## config.mk

```make
export PLATFORM = sky130hd
export DESIGN_NAME = table_fsm_flat
export DESIGN_NICKNAME = d
export VERILOG_FILES = /design/src/rtl/table_fsm_if.sv /design/src/rtl/table_fsm.sv /design/src/flat_wrapper.sv
export SDC_FILE = /design/constraint.sdc
export NUM_CORES = 1
export LEC_CHECK = 0
export ABC_AREA = 1
export BUFFER_PORTS_ARGS = -buffer_cell sky130_fd_sc_hd__buf_4
export CORE_AREA = 5 5 79 135
export DETAILED_ROUTE_END_ITERATION = 16
export DIE_AREA = 0 0 84 140
export PLACE_DENSITY = 0.76
export SLEW_MARGIN = 15
export SYNTH_ARGS = -nofsm -noshare
export SYNTH_HDL_FRONTEND = slang
export SYNTH_SLANG_ARGS = --single-unit
```

## constraint.sdc

```tcl
create_clock -name clk -period 4.8 [get_ports clk]
set_input_delay 0.24 -clock clk [delete_from_list [all_inputs] [get_ports clk]]
set_output_delay 0.24 -clock clk [all_outputs]
set_load 0.02 [all_outputs]
```

## src/rtl/table_fsm_if.sv

```systemverilog
// Bundle of the programming, stepping and observation signals between a
// sequence controller (master) and the table-driven state machine (slave).
interface table_fsm_if #(
  parameter int STATE_W = 3,
  parameter int IN_W    = 1,
  parameter int OUT_W   = 3,
  parameter int CNT_W   = 8
);
  logic                       step;
  logic [IN_W-1:0]            a;
  logic                       wr_en;
  logic [STATE_W+IN_W-1:0]    wr_addr;
  logic [STATE_W+OUT_W-1:0]   wr_data;
  logic                       clr_err;
  logic [STATE_W-1:0]         state;
  logic [OUT_W-1:0]           saida;
  logic                       err;
  logic [CNT_W-1:0]           step_cnt;

  modport master (
    output step, a, wr_en, wr_addr, wr_data, clr_err,
    input  state, saida, err, step_cnt
  );

  modport slave (
    input  step, a, wr_en, wr_addr, wr_data, clr_err,
    output state, saida, err, step_cnt
  );
endinterface

```

## src/rtl/table_fsm.sv

```systemverilog
// Run-time programmable, table-driven registered-Mealy state machine.
// Each table entry, indexed by {state, a}, holds {next_state, out_code} and a
// valid bit. A step follows the addressed entry, or raises a sticky error when
// the entry is unprogrammed or points outside the legal state range.
module table_fsm #(
  parameter int STATE_W     = 3,
  parameter int IN_W        = 1,
  parameter int OUT_W       = 3,
  parameter int NUM_STATES  = 6,
  parameter int RESET_STATE = 0,
  parameter int RESET_OUT   = 0,
  parameter int CNT_W       = 8
) (
  input logic         clk,
  input logic         reset,
  table_fsm_if.slave  bus
);

  localparam int ADDR_W = STATE_W + IN_W;
  localparam int DATA_W = STATE_W + OUT_W;
  localparam int DEPTH  = 1 << ADDR_W;

  // One extra bit so NUM_STATES == 2^STATE_W is representable.
  localparam logic [STATE_W:0]   NUM_STATES_L = (STATE_W+1)'(NUM_STATES);
  localparam logic [STATE_W-1:0] RST_STATE_L  = STATE_W'(RESET_STATE);
  localparam logic [OUT_W-1:0]   RST_OUT_L    = OUT_W'(RESET_OUT);
  localparam logic [CNT_W-1:0]   CNT_MAX_L    = '1;

  // Table storage: payload is not reset, validity is.
  logic [DATA_W-1:0]  tbl_q [DEPTH];
  logic [DEPTH-1:0]   vld_q;
  logic [DEPTH-1:0]   vld_d;

  logic [STATE_W-1:0] state_q, state_d;
  logic [OUT_W-1:0]   saida_q, saida_d;
  logic               err_q,   err_d;
  logic [CNT_W-1:0]   cnt_q,   cnt_d;

  logic [ADDR_W-1:0]  lk_idx_s;
  logic [DATA_W-1:0]  lk_entry_s;
  logic [STATE_W-1:0] lk_next_s;
  logic [OUT_W-1:0]   lk_out_s;
  logic               lk_hit_s;
  logic [STATE_W-1:0] wr_state_s;
  logic               wr_ok_s;

  // Decode whether the incoming table write targets a legal state row.
  always_comb begin
    wr_state_s = bus.wr_addr[ADDR_W-1:IN_W];
    if (bus.wr_en && ({1'b0, wr_state_s} < NUM_STATES_L)) begin
      wr_ok_s = 1'b1;
    end else begin
      wr_ok_s = 1'b0;
    end
  end

  // Combinational read of the entry selected by the current state and input;
  // this sees pre-write contents when a write hits the same index.
  always_comb begin
    lk_idx_s   = {state_q, bus.a};
    lk_entry_s = tbl_q[lk_idx_s];
    lk_next_s  = lk_entry_s[DATA_W-1:OUT_W];
    lk_out_s   = lk_entry_s[OUT_W-1:0];
    if (vld_q[lk_idx_s] && ({1'b0, lk_next_s} < NUM_STATES_L)) begin
      lk_hit_s = 1'b1;
    end else begin
      lk_hit_s = 1'b0;
    end
  end

  // Next valid-bit vector: a legal write marks its entry as programmed.
  always_comb begin
    vld_d = vld_q;
    if (wr_ok_s) begin
      vld_d[bus.wr_addr] = 1'b1;
    end else begin
      vld_d = vld_q;
    end
  end

  // Next state, output code, sticky error and saturating step count.
  always_comb begin
    state_d = state_q;
    saida_d = saida_q;
    err_d   = err_q;
    cnt_d   = cnt_q;
    if (err_q) begin
      // Steps are frozen while the error is pending; only clr_err acts.
      if (bus.clr_err) begin
        err_d = 1'b0;
      end else begin
        err_d = 1'b1;
      end
    end else if (bus.step) begin
      if (lk_hit_s) begin
        state_d = lk_next_s;
        saida_d = lk_out_s;
        if (cnt_q != CNT_MAX_L) begin
          cnt_d = cnt_q + {{(CNT_W-1){1'b0}}, 1'b1};
        end else begin
          cnt_d = cnt_q;
        end
      end else begin
        // A faulting step beats a simultaneous clr_err.
        err_d = 1'b1;
      end
    end else begin
      err_d = err_q;
    end
  end

  // Table payload registers; deliberately without reset.
  always_ff @(posedge clk) begin
    if (wr_ok_s) begin
      tbl_q[bus.wr_addr] <= bus.wr_data;
    end
  end

  // Valid bits, cleared asynchronously so reset invalidates the whole table.
  always_ff @(posedge clk or posedge reset) begin
    if (reset) begin
      vld_q <= '0;
    end else begin
      vld_q <= vld_d;
    end
  end

  // Machine registers with asynchronous reset to the configured start point.
  always_ff @(posedge clk or posedge reset) begin
    if (reset) begin
      state_q <= RST_STATE_L;
      saida_q <= RST_OUT_L;
      err_q   <= 1'b0;
      cnt_q   <= '0;
    end else begin
      state_q <= state_d;
      saida_q <= saida_d;
      err_q   <= err_d;
      cnt_q   <= cnt_d;
    end
  end

  assign bus.state    = state_q;
  assign bus.saida    = saida_q;
  assign bus.err      = err_q;
  assign bus.step_cnt = cnt_q;

endmodule

```

## src/flat_wrapper.sv

```systemverilog
// flat-port wrapper written by rule: the top's interface ports become plain ports
module table_fsm_flat 
#(
  parameter int STATE_W     = 3,
  parameter int IN_W        = 1,
  parameter int OUT_W       = 3,
  parameter int NUM_STATES  = 6,
  parameter int RESET_STATE = 0,
  parameter int RESET_OUT   = 0,
  parameter int CNT_W       = 8
)
  (clk, reset, bus_step, bus_a, bus_wr_en, bus_wr_addr, bus_wr_data, bus_clr_err, bus_state, bus_saida, bus_err, bus_step_cnt);
  table_fsm_if #(.STATE_W(STATE_W), .IN_W(IN_W), .OUT_W(OUT_W), .CNT_W(CNT_W)) bus_i ();
  input logic clk;
  input logic reset;
  input wire logic [$bits(bus_i.step)-1:0] bus_step;
  input wire logic [$bits(bus_i.a)-1:0] bus_a;
  input wire logic [$bits(bus_i.wr_en)-1:0] bus_wr_en;
  input wire logic [$bits(bus_i.wr_addr)-1:0] bus_wr_addr;
  input wire logic [$bits(bus_i.wr_data)-1:0] bus_wr_data;
  input wire logic [$bits(bus_i.clr_err)-1:0] bus_clr_err;
  output wire logic [$bits(bus_i.state)-1:0] bus_state;
  output wire logic [$bits(bus_i.saida)-1:0] bus_saida;
  output wire logic [$bits(bus_i.err)-1:0] bus_err;
  output wire logic [$bits(bus_i.step_cnt)-1:0] bus_step_cnt;
  assign bus_i.step = bus_step;
  assign bus_i.a = bus_a;
  assign bus_i.wr_en = bus_wr_en;
  assign bus_i.wr_addr = bus_wr_addr;
  assign bus_i.wr_data = bus_wr_data;
  assign bus_i.clr_err = bus_clr_err;
  assign bus_state = bus_i.state;
  assign bus_saida = bus_i.saida;
  assign bus_err = bus_i.err;
  assign bus_step_cnt = bus_i.step_cnt;
  table_fsm #(.STATE_W(STATE_W), .IN_W(IN_W), .OUT_W(OUT_W), .NUM_STATES(NUM_STATES), .RESET_STATE(RESET_STATE), .RESET_OUT(RESET_OUT), .CNT_W(CNT_W)) u_core (.clk(clk), .reset(reset), .bus(bus_i));
endmodule
```

==> summary.md, run 1 <==
| Metric | Value |
|---|---|
| Routed WL | 11.3 mm |
| Most common cell after layout, fill and taps aside | nand2_1 |
| Layout Skew | approximately 0.0096 ns |
| WS Path Type | register to register |
| F_max | 376 MHz |
| Final Cell Area | roughly 0.0063 sq mm |
| Post-CTS Resized | 0 |
| Outcome | completed |
| RSZ-0062 raised after global routing | no |
| Worst skew pair latency | 0.42 ns |
| Placed inst area | 0.00570 sq mm |
| Slowest stage delay, CP | 0.87 ns |
| Pre-antenna DRT Iters | 5 |
| H-Tree Depth | 4 |
| WL per Instance | 16.9 um |
| Post-route ant nets | 0 |
| Syn_area_per_cell | roughly 11 sq um |
| Drc violations | 0 |
| Tot Pwr | 3.31 mW |
| Yosys warns | 0 |
| Slew at the pin closest to its max-slew limit | 0.814 ns |
| All-layer global routing usage | 0.207 |
| Clock root cell | clkbuf_16 |
| Num Clock Sinks | ~130 |
| Via Count | 3,599 |
| First-pass GRT wire length | 18.5 mm |
| Cell Pwr Density | 526 mW/mm^2 |
| Post-DP HPWL | between 7 and 8 mm |
| Initial antenna violation count | 0 |
| Main synth FF type | edfxtp_1 |
| Total grt overflow | 0 |
| Post-synthesis sequential area ratio | 0.677 |
| Via/cell ratio | approximately 5.4 |
| Iter 0 DRT Violations | 187 |
| Ports | 31 |
| LEAKAGE | 2.60 nW |
| Die Span Y | about 140 um |
| DIE AREA | between 0.01 and 0.015 sq mm |
| CP cell instances | inv_2 > a21oi_1 > o21ai_0 > nand3_1 > nand2_1 > nand2_1 > nand2_2 > nand3_4 > nor2_4 > nand2_1 > nand2_1 |
| Pint | 2.30 mW |
| EDFF count, synth | 96 |
| Fin crit period | 2.66 ns |
| Power share of the sequential group | 0.416 |
| CP max FO | 35 |
| Largest net degree at the start of global routing | 62 |
| Worst Path Required | 5.11 ns |
| Layout cells sized above 1 | 0.150 |
| Most used cells in the layout excluding fill and tap cells | 98 x nand2_1, 96 x edfxtp_1, 55 x nor2_1, 43 x nand3_1, 43 x inv_1 |
| Placed insts | 635 |
| Fin. Hold Viols | 0 |
| Max-cap violations | 0 |
| Crit-path most repeated cell | nand2_1 |
| Gp weighted congestion | 0.804 |
| Startpoint types | register |
| IO Port Bufs | 30 |
| Area of the mapped netlist | about 0.0054 sq mm |
| Fin nets | 551 |
| Horiz. Die Dim | between 80 and 90 um |
| Vias in the first global route | 3,745 |
| Synth Instances | 485 |
| Post-synthesis register bit count | 127 |
| Comb power frac | 0.212 |
| Ys async rst share | 0.244 |
| Crit path max-delay cell type | dfrtp_1 |
| Row cnt | 47 |
| Worst-case clock buffer depth | 2 |
| VDD IR max | 0.000369 V |
| Final cell count without fillers | 669 |
| Setup violators final | 0 |
| Num CTS Buffers | 17 |
| CTS clock-pin slew for the worst setup and hold paths | around 0.060 ns |
| Worst Hold Class | input pin to register |
| Final setup TNS | 0 ns |
| ANT cells | 0 |
| Net Sw Frac | 0.306 |
| Net Sw Power | 1.01 mW |
| Data arrival time of the worst path | roughly 3.0 ns |
| Yosys cell types | 32 |
| Layout area overhead | 16.5% |
| Max-slew headroom | 0.457 |
| Clk pwr share | 0.372 |
| CTS tree | done |
| Core box area | 0.00941 sq mm |
| Worst setup EP type | register |
| Period utilization | 0.554 |
| Initial core utilization | 0.574 |
| Slew Limit Fails | 0 |
[timing repair]
action                    4_1_cts  5_1_grt
hold endpoints to repair       32        0
buffers inserted                0        0
hold buffers                    2        0
[cell type report]
| class | count | area (sq um) |
|---|---|---|
| Sequential cell | 127 | 3660 |
| Tap cell | 122 | 153 |
| Clock buffer | 20 | 457 |
| Timing Repair Buffer | 33 | 253 |
| Inverter | 45 | 174 |
| Clock inverter | 12 | 118 |
| Multi-Input combinational cell | 310 | 1480 |
| Fill cell | 714 | 3120 |
[layer usage]
| layer | routed length, um | GRT usage | vias up |
|---|---|---|---|
| li1 | - | - | 1724 |
| met1 | 4030 | 0.217 | 1735 |
| met2 | 6420 | 0.379 | 109 |
| met3 | 537 | 0.0529 | 31 |
| met4 | 337 | 0.0992 | 0 |
| met5 | 0 | 0 | - |
[registers in the layout, summed over array words and instances (netlist names)]
| register | count |
|---|---|
| u_core.tbl_q | 96 |
| u_core.vld_q | 16 |
| u_core.bus.step_cnt | 8 |
| u_core.bus.saida | 3 |
| u_core.bus.state | 3 |
| u_core.bus.err | 1 |
[power by group through the flow]
stage	Combinational, mW	Clock (mW)	Sequential (mW)
floorplan	0.493	0	1.38
global placement	0.671	0	1.39
detailed placement	0.690	0	1.39
CTS	0.705	1.24	1.37
global route	0.772	1.30	1.38
finish	0.701	1.23	1.38
[synthesized netlist by cell type (all sizes together), types with 5 or more instances]
| cell type | number | share of area |
|---|---|---|
| nand2 | 101 | 0.073 |
| edfxtp | 96 | 0.53 |
| nor2 | 56 | 0.040 |
| o21ai | 46 | 0.045 |
| inv | 45 | 0.032 |
| nand3 | 44 | 0.043 |
| dfrtp | 31 | 0.14 |
| buf | 17 | 0.026 |
| o221ai | 12 | 0.019 |
| clkbuf | 9 | 0.0063 |
| or2 | 9 | 0.010 |
| o211ai | 5 | 0.0070 |
| xor2 | 5 | 0.0081 |
[per-stage QoR]
stage | hold WS, ns | setup WS [ns] | util
global placement | 0.358 | 2.35 | 0.605
global route | 0.148 | 1.89 | 0.669
detailed placement | 0.364 | 2.19 | 0.605
floorplan | 0.336 | 3.13 | -
finish | 0.135 | 2.14 | 0.669
CTS | 0.130 | 2.16 | 0.669
[cell families after synthesis]
| family | share of synthesized area |
|---|---|
| fa+ha+maj | 0.00232 |
| buf+inv | 0.0649 |
| flops | 0.677 |
| simple gates | 0.171 |
| xor+xnor | 0.00973 |
| other cells | 0.000694 |
| compound gates | 0.0739 |
[worst max-delay path: cells and delay by family, from the launching register on]
| kind | cells | cell delay, ns |
|---|---|---|
| AOI/OAI and AO/OA | 2 | 0.36 |
| buffers and inverters | 1 | 0.48 |
| DFF | 1 | 0.87 |
| and+or+nand+nor | 8 | 0.83 |
[final timing paths]
kind                            slack (ns)                     end  cells past startpoint           startpoint
worst max-delay path                  2.14  u_core.bus.step_cnt[5]                     11  u_core.bus.state[0]
worst min-delay path                  0.13      u_core.tbl_q[3][5]                      1       bus_wr_data[5]
worst max register to register        2.14  u_core.bus.step_cnt[5]                     11  u_core.bus.state[0]
worst min register to register        0.38        u_core.vld_q[12]                      0     u_core.vld_q[12]
max in group asynchronous             4.01  u_core.bus.step_cnt[2]                      4                reset
min in group asynchronous             0.46         u_core.vld_q[3]                      4                reset
No activity file was read; power rests on OpenSTA's default activity.
==> run 2: changes to the inputs <==
clock period = 2.5 ns   (was 4.8 ns; I/O delays follow)
==> summary.md, run 2 (synthesis gave the netlist of run 1 again) <==
| Metric | Value |
|---|---|
| Outcome | completed (unchanged) |
| Reg area | 0.00366 sq mm (unchanged) |
| Max-slew headroom | 0.487 (was 0.457) |
| Drc violations | 0 (unchanged) |
| Tot Pwr | 6.73 mW (was 3.31 mW) |
| Fin crit period | 1.96 ns (was 2.66 ns) |
| Hold slack | 0.0231 ns (was 0.135 ns) |
| RSZ-0062 raised after global routing | no (unchanged) |
| Initial antenna violation count | 0 (unchanged) |
| FILL cells | 653 (was 714) |
| All-layer global routing usage | 0.214 (was 0.207) |
| Setup violators final | 0 (unchanged) |
| Via/cell ratio | 5.56 (was 5.38) |
| Core box area | 0.00941 sq mm (unchanged) |
| Routed WL | 11.8 mm (was 11.3 mm) |
| WL per Instance | 17.5 um (was 16.9 um) |
| Number of flip-flops under the largest register name | 96 (unchanged) |
| Layout cells sized above 1 | 0.156 (was 0.150) |
| Worst setup EP type | register (unchanged) |
| Pre-antenna DRT Iters | 5 (unchanged) |
| Fin. Hold Viols | 0 (unchanged) |
| H-Tree Depth | 4 (unchanged) |
| Layout Skew | 0.00487 ns (was 0.00956 ns) |
| Most common cell after layout, fill and taps aside | nand2_1 (unchanged) |
| Via Count | 3,750 (was 3,599) |
| Gp weighted congestion | 0.846 (was 0.804) |
| LEAKAGE | 2.64 nW (was 2.60 nW) |
| Vias in the first global route | 3,854 (was 3,745) |
| DIE AREA | 0.0118 sq mm (unchanged) |
| First-pass GRT wire length | 19.1 mm (was 18.5 mm) |
| CTS tree | done (unchanged) |
| Ports | 31 (unchanged) |
| Post-CTS setup buffer count | 0 (unchanged) |
| Post-CTS Resized | 0 (unchanged) |
| Layout area overhead | 18.5% (was 16.5%) |
| VDD IR max | 0.000584 V (was 0.000369 V) |
| Worst Hold Class | input pin to register (unchanged) |
| CTS clock-pin slew for the worst setup and hold paths | 0.06 ns (about the same) |
| Fin nets | 556 (was 551) |
| CP max FO | 20 (was 35) |
| ANT cells | 0 (unchanged) |
| Total grt overflow | 0 (unchanged) |
| CTS Hold Bufs | 2 (unchanged) |
| Multi-input gate area | 0.00148 sq mm (unchanged) |
| Clock root cell | clkbuf_16 (unchanged) |
| Initial core utilization | 0.574 (unchanged) |
| Slew at the pin closest to its max-slew limit | 0.766 ns (was 0.814 ns) |
| Worst-case clock buffer depth | 2 (unchanged) |
| Num CTS Buffers | 17 (unchanged) |
| Iter 0 DRT Violations | 331 (was 187) |
| Post-route ant nets | 0 (unchanged) |
| WS Path Type | register to register (unchanged) |
| Data arrival time of the worst path | 2.26 ns (was 2.96 ns) |
| Final setup TNS | 0 ns (unchanged) |
| Row cnt | 47 (unchanged) |
| Die Span Y | 140 um (unchanged) |
| Max-cap violations | 0 (unchanged) |
| Post-DP HPWL | 7.42 mm (was 7.17 mm) |
| Horiz. Die Dim | 84 um (unchanged) |
| Placed insts | 640 (was 635) |
| Largest net degree at the start of global routing | 53 (was 62) |
| IO Port Bufs | 30 (unchanged) |
| Final cell count without fillers | 674 (was 669) |
| Slew Limit Fails | 0 (unchanged) |
| Startpoint types | register (unchanged) |
| Cell Pwr Density | 1050 mW/mm^2 (was 526 mW/mm^2) |
| Worst skew pair latency | 0.41 ns (was 0.42 ns) |
| Most used cells in the layout excluding fill and tap cells | 98 x nand2_1, 96 x edfxtp_1, 55 x nor2_1, 43 x nand3_1, 43 x inv_1 (unchanged) |
| Most flop-heavy register | u_core.tbl_q (unchanged) |
| Period utilization | 0.784 (was 0.554) |
| F_max | 510 MHz (was 376 MHz) |
| Core Util, Final | 0.680 (was 0.669) |
| Worst Path Required | 2.80 ns (was 5.11 ns) |
| Num Clock Sinks | 127 (unchanged) |
-- run 2: cell types whose count changed in the layout (fill, tap and decap cells not counted), moves of 2 or more --
cell | previous run | this run
bufinv_16 | 2 | 5
clkbuf_8 | 2 | 0
clkinvlp_4 | 3 | 6
buf_4 | 31 | 36
clkinv_2 | 7 | 0
-- run 2: area by class of cell --
cell class / instances / area share
Tap cell: 122 / 0.0239
Sequential cell: 127 / 0.572
Multi-Input combinational cell: 310 / 0.231
Clock buffer: 19 / 0.0676
Timing Repair Buffer: 38 / 0.0454
Inverter: 45 / 0.0272
Clock inverter: 13 / 0.0332
-- run 2: metal layers --
layer / up-vias / GRT usage / part of all wire
met5: - / 0 / 0
met4: 0 / 0.109 / 0.037
met3: 40 / 0.0617 / 0.054
met2: 144 / 0.383 / 0.55
met1: 1840 / 0.227 / 0.36
li1: 1726 / - / -
-- run 2: worst paths after layout --
path	to	slack, ns	depth (start not counted)	from
setup / recovery	u_core.bus.step_cnt[1]	0.54	11	u_core.bus.state[0]
hold / removal	u_core.tbl_q[5][2]	0.02	1	bus_wr_data[2]
setup reg to reg	u_core.bus.step_cnt[1]	0.54	11	u_core.bus.state[0]
hold reg to reg	u_core.vld_q[14]	0.38	0	u_core.vld_q[14]
max in group asynchronous	u_core.vld_q[8]	1.83	4	reset
min in group asynchronous	u_core.vld_q[4]	0.36	4	reset
-- run 2: critical path: stages (launching register included) --
cell and delay, ns:
dfrtp_1 0.39, inv_2 0.25, buf_4 0.30, nand3_1 0.14, nand3_1 0.12, nand2_1 0.06, nand2_1 0.07, nand2_2 0.11
nand3_4 0.20, nor2_4 0.08, nand2_1 0.07, nand2_1 0.05
-- run 2: power by group --
part           total [mW]  internal [mW]  leakage (nW)  switching (mW)
Sequential           2.53           2.44          1.25          0.0964
Combinational        1.52          0.504          1.09            1.01
Clock                2.68           1.77         0.292           0.911
-- run 2: through the flow --
stage	area, sq um	setup WS [ns]
floorplan	5490	0.832
global placement	5730	0.592
detailed placement	5730	0.499
CTS	6400	0.543
global route	6400	0.431
finish	6400	0.540
